File: src/rtl/exception_sequencer.sv
// Exception entry/return sequencer: prioritises causes, saves PC and status,
// drives the status-register write port and redirects the fetch PC.
module exception_sequencer #(
    parameter logic [31:0] VECTOR_BASE   = 32'h0000_0100,
    parameter int unsigned VECTOR_STRIDE = 16
) (
    input  logic        clk,
    input  logic        rst,
    input  logic [3:0]  excReq,
    input  logic [31:0] excPc,
    input  logic [31:0] nextPc,
    input  logic        cpuMode,
    input  logic [31:0] statusIn,
    input  logic        eretReq,
    output logic        stall,
    output logic        flush,
    output logic        pcLoad,
    output logic [31:0] pcTarget,
    output logic        srWriteEnable,
    output logic        srWriteSelector,
    output logic [31:0] srData,
    output logic [31:0] epc,
    output logic [31:0] savedStatus,
    output logic [2:0]  cause
);

    localparam int unsigned CAUSE_W = 3;
    localparam logic [CAUSE_W-1:0] CAUSE_DOUBLE = CAUSE_W'(4);

    typedef enum logic [2:0] {
        IDLE    = 3'd0,
        SAVE    = 3'd1,
        ENTER   = 3'd2,
        VECTOR  = 3'd3,
        RESTORE = 3'd4,
        RETPC   = 3'd5
    } state_t;

    state_t state, state_next;

    logic [3:0]         sensitive;
    logic               exc_take;
    logic               double_fault;
    logic [CAUSE_W-1:0] take_cause;
    logic               div0_bit;

    // IRQ is masked in supervisor mode; sync causes always count
    always_comb begin
        sensitive    = {excReq[3] & cpuMode, excReq[2:0]};
        exc_take     = |sensitive;
        double_fault = (|excReq[2:0]) & ~cpuMode;
        take_cause   = CAUSE_W'(3);
        if (sensitive[0])      take_cause = CAUSE_W'(0);
        else if (sensitive[1]) take_cause = CAUSE_W'(1);
        else if (sensitive[2]) take_cause = CAUSE_W'(2);
        if (double_fault) take_cause = CAUSE_DOUBLE;
    end

    always_ff @(posedge clk) begin
        if (rst) state <= IDLE;
        else     state <= state_next;
    end

    always_comb begin
        state_next = state;
        case (state)
            IDLE: begin
                if (exc_take)               state_next = SAVE;
                else if (eretReq && !cpuMode) state_next = RESTORE;
            end
            SAVE:    state_next = ENTER;
            ENTER:   state_next = VECTOR;
            VECTOR:  state_next = IDLE;
            RESTORE: state_next = RETPC;
            RETPC:   state_next = IDLE;
            default: state_next = IDLE;
        endcase
    end

    // Capture on the accepting edge so SAVE onward sees stable shadow values
    always_ff @(posedge clk) begin
        if (rst) begin
            cause       <= '0;
            epc         <= '0;
            savedStatus <= '0;
        end else if (state == IDLE && exc_take) begin
            cause <= take_cause;
            if (!double_fault) begin
                epc         <= (take_cause == CAUSE_W'(3)) ? nextPc : excPc;
                savedStatus <= statusIn;
            end
        end
    end

    always_comb begin
        div0_bit = (cause == CAUSE_W'(0)) ? 1'b1 : savedStatus[5];
    end

    always_comb begin
        stall           = 1'b0;
        flush           = 1'b0;
        pcLoad          = 1'b0;
        pcTarget        = '0;
        srWriteEnable   = 1'b0;
        srWriteSelector = 1'b0;
        srData          = '0;
        case (state)
            SAVE: begin
                stall = 1'b1;
                flush = 1'b1;
            end
            ENTER: begin
                stall         = 1'b1;
                srWriteEnable = 1'b1;
                srData        = {26'b0, div0_bit, 1'b0, savedStatus[3:0]};
            end
            VECTOR: begin
                stall    = 1'b1;
                pcLoad   = 1'b1;
                pcTarget = VECTOR_BASE + 32'(cause) * 32'(VECTOR_STRIDE);
            end
            RESTORE: begin
                stall           = 1'b1;
                flush           = 1'b1;
                srWriteEnable   = 1'b1;
                srWriteSelector = 1'b1;
                srData          = {savedStatus[31:5], 1'b1, savedStatus[3:0]};
            end
            RETPC: begin
                stall    = 1'b1;
                pcLoad   = 1'b1;
                pcTarget = epc;
            end
            default: ;
        endcase
    end

endmodule

File: config.mk
export PLATFORM = sky130hd
export DESIGN_NAME = exception_sequencer
export DESIGN_NICKNAME = d
export VERILOG_FILES = /design/src/rtl/exception_sequencer.sv
export SDC_FILE = /design/constraint.sdc
export NUM_CORES = 1
export LEC_CHECK = 0
export BUFFER_PORTS_ARGS = -buffer_cell sky130_fd_sc_hd__buf_2
export CELL_PAD_IN_SITES_DETAIL_PLACEMENT = 1
export CELL_PAD_IN_SITES_GLOBAL_PLACEMENT = 1
export CORE_ASPECT_RATIO = 1.1
export CORE_UTILIZATION = 28
export DETAILED_ROUTE_END_ITERATION = 8
export HOLD_SLACK_MARGIN = 0.1
export PLACE_DENSITY = 0.8
export SYNTH_ARGS = -nofsm -noshare
export SYNTH_HDL_FRONTEND = slang
export SYNTH_SLANG_ARGS = --single-unit
File: constraint.sdc
create_clock -name clk -period 1.8 [get_ports clk]
set_input_delay 0.18 -clock clk [delete_from_list [all_inputs] [get_ports clk]]
set_output_delay 0.18 -clock clk [all_outputs]
set_load 0.005 [all_outputs]
==> impl_metrics.env <==
export IMPL_pwr_share_comb_pct=20.6
export IMPL_synth_top_area_share_pct=39.6
export IMPL_cts_tree="yes"
export IMPL_crit_chain="buf_6, nor3b_4, buf_6, buf_6, and2_1, buf_2"
export IMPL_gp_congestion=0.800
export IMPL_fmax_ghz=0.576
export IMPL_maxSlewHeadroom_pct=72.8
export IMPL_p_clk_share_pct=37.9
export IMPL_worstHoldPathType="in2reg"
export IMPL_p_leak_uw=0.00270
export IMPL_nNetsFinal=788
export IMPL_hold_viol=0
export IMPL_drt_iter0_drc=153
export IMPL_path_clk_slew_ps=50
export IMPL_required_ps=1620
export IMPL_sw_frac_of_total_pct=27.8
export IMPL_clock_latency_ps=320
export IMPL_io_pins=240
export IMPL_area_growth_pct=52.0
export IMPL_status="complete, no violations"
export IMPL_ys_seq_area_share_pct=39.6
export IMPL_ys_warn_count=0
export IMPL_yosysMostFrequentCell="a21oi_1"
export IMPL_critPathLaunchType="flip-flop"
export IMPL_routed_wl_mm=14.4
export IMPL_final_antenna_net_count=0
export IMPL_clock_skew_ps=5.27
export IMPL_synth_flop_cell="dfxtp_1"
export IMPL_htree_num_levels=3
export IMPL_yosys_top_cells_area="dfxtp_1 40%, a21oi_1 10%, a311oi_1 7.9%"
export IMPL_fin_crit_sh_pct=96.4
export IMPL_cts_buffers=9
export IMPL_worst_path_stages=6
export IMPL_synthTopCellsByCount="71 x a21oi_1, 70 x dfxtp_1, 66 x nand2_1"
export IMPL_intPower_uw=3130
export IMPL_fp_row_count=42
export IMPL_endpoint_kind="output port"
export IMPL_syn_nets=559
export IMPL_synth_area_mm2=0.00354
export IMPL_max_cap_violations=0
export IMPL_crit_slowest_cell="dfxtp_2"
export IMPL_whs_path_depth=3
export IMPL_drc=0
export IMPL_drv_slew=0
export IMPL_wl_per_cell_um=17.2
export IMPL_critPathMaxStageDelay_ps=350
export IMPL_fin_crit_ps=1740
export IMPL_p_switching_uw=1210
export IMPL_die_h_um=120
export IMPL_place_ws_ps=-8.18
export IMPL_irDropWorstVdd_mv=0.344
export IMPL_port_buffers=239
export IMPL_criticalPathCategory="reg2out"
export IMPL_clkSinkCount=70
export IMPL_ys_types=36
export IMPL_via_count=4413
export IMPL_path_buf_inv=4
export IMPL_core_mm2=0.0122
export IMPL_via_per_inst=5.25
export IMPL_grt_pass1_vias=4299
export IMPL_grt_pass1_wl_mm=21.5
export IMPL_dpl_hpwl_mm=10.3
export IMPL_holdWs_ps=111
export IMPL_arrival_ps=1560
export IMPL_die_x_um=109
export IMPL_grt_start_max_net_pins=65
export IMPL_crit_family="buffers and inverters"
export IMPL_yosysTopAreaCell="dfxtp_1"
export IMPL_initial_utilization_pct=29.0
export IMPL_critPathMaxFanout=15
export IMPL_die_area_mm2=0.0131
export IMPL_cpMostUsedCell="buf_6"
export IMPL_setup_ws_ps=64.6
export IMPL_async_flop_share_pct=0
export IMPL_synthesis_instances=455
export IMPL_grt_ovfl_total=0
export IMPL_grtUsageTotal_pct=21.1
export IMPL_worstMarginPinSlew_ps=397
export IMPL_antenna_cells=0
export IMPL_syn_area_per_cell_um2=7.78
export IMPL_ys_ff_latch=70
export IMPL_seq_power_share_pct=41.6
export IMPL_antenna_found_initial=0
export IMPL_ff2ff_path_depth=5
export IMPL_clock_root_buffer="clkbuf_16"
export IMPL_setup_viol=0
export IMPL_drive_above_1_share_pct=43.8
export IMPL_synth_edff_count=0
export IMPL_clockBufferDepth=2
export IMPL_firstDrtPassIters=4
export IMPL_rsz0062_at_grt="true"
export IMPL_powerDensity_mw_per_mm2=807
## worst reg2reg max path, stage by stage, from the launching register on
cell and delay [ps]:
dfxtp_4 360, buf_4 140, nor4b_4 340, buf_12 320
a21oi_1 140, a311oi_1 310
## layout make-up
cell class	count	area (um^2)
clock buffer	13	270
clock inverter	1	5.00
fill	1573	6810
inverter	1	3.75
multi-input combinational	332	1940
sequential	70	1410
tap	154	193
timing repair buffer	270	1560
## path summary, 6_finish.rpt
kind | start | to | slack [ps]
worst max-delay path | state[0]$_SDFFE_PP0P_ | srData[31] | 60
worst min-delay path | statusIn[3] | savedStatus[3]$_SDFFE_PP0P_ | 110
worst max register to register | state[1]$_SDFFE_PP0P_ | epc[12]$_SDFFE_PP0P_ | 90
worst min register to register | state[1]$_SDFFE_PP0P_ | state[2]$_SDFFE_PP0P_ | 480
## layer usage
| layer | part of all wire [%] | GRT usage [%] | wire, um | vias to the layer above |
|---|---|---|---|---|
| met5 | 0 | 0 | 0 | - |
| met4 | 1.7 | 6.83 | 239 | 0 |
| met3 | 7.3 | 5.38 | 1060 | 17 |
| met2 | 51 | 39.4 | 7380 | 194 |
| met1 | 40 | 22.8 | 5760 | 2108 |
| li1 | - | - | - | 2094 |
## registers in the layout, summed over array words and instances (netlist names)
signal	flops
epc	32
cause	3
state	3
savedStatus	32
## logic make-up after synthesis
kind of cell / count (synthesis) / share of synthesized area [%]
AND/OR/NAND/NOR: 180 / 26.7
AO/OA/AOI/OAI: 150 / 25.6
buffers and inverters: 53 / 7.56
XOR/XNOR: 2 / 0.495
flip-flops: 70 / 39.6
## power groups by stage
stage	Sequential [uW]	Combinational [uW]	Clock [uW]
finish	1800	894	1640
global route	1820	990	1770
CTS	1800	879	1690
detailed placement	1830	868	0
global placement	1830	832	0
floorplan	1810	429	0
## metrics by stage
| step | std cells | util [%] | area [um^2] | total power, uW | setup TNS, ps |
|---|---|---|---|---|---|
| 3_5_place_dp | 817 | 40.4 | 4930 | 2700 | -8.18 |
| 5_1_grt | 841 | 44.1 | 5380 | 4580 | -180 |
| 3_3_place_gp | 817 | 40.4 | 4930 | 2660 | 0 |
| 4_1_cts | 835 | 43.2 | 5260 | 4380 | -45.8 |
| 2_1_floorplan | 455 | - | 3540 | 2240 | 0 |
| 6_report | 841 | 44.1 | 5380 | 4340 | 0 |
## cells in the final DEF (no fill, tap or decap), types with 2 or more instances in the layout
cell type / netlist / layout
a21oi_1: 71 / 71
a22oi_2: 0 / 3
a311oi_1: 32 / 32
and2_1: 30 / 25
and2_4: 0 / 5
and3_1: 28 / 28
buf_12: 0 / 7
buf_2: 19 / 239
buf_4: 5 / 13
buf_6: 3 / 6
clkbuf_16: 0 / 9
clkbuf_8: 0 / 3
dfxtp_1: 70 / 67
dfxtp_4: 0 / 2
dlygate4sd3_1: 0 / 4
nand2_1: 66 / 66
nand3_1: 32 / 32
nor2_1: 3 / 3
nor2b_1: 6 / 4
nor3_1: 3 / 3
nor4_1: 2 / 2
o21ai_0: 36 / 36
or3_1: 2 / 2
xnor2_1: 2 / 2
## what timing repair did
action,4_1_cts,5_1_grt
buffers inserted,0,4
pin swaps,0,1
hold buffers,4,0
hold endpoints to repair,4,0
resized for setup,6,23
setup endpoints to repair,67,39
gates cloned,0,2
Note: power is estimated with default switching activity, not from simulation.
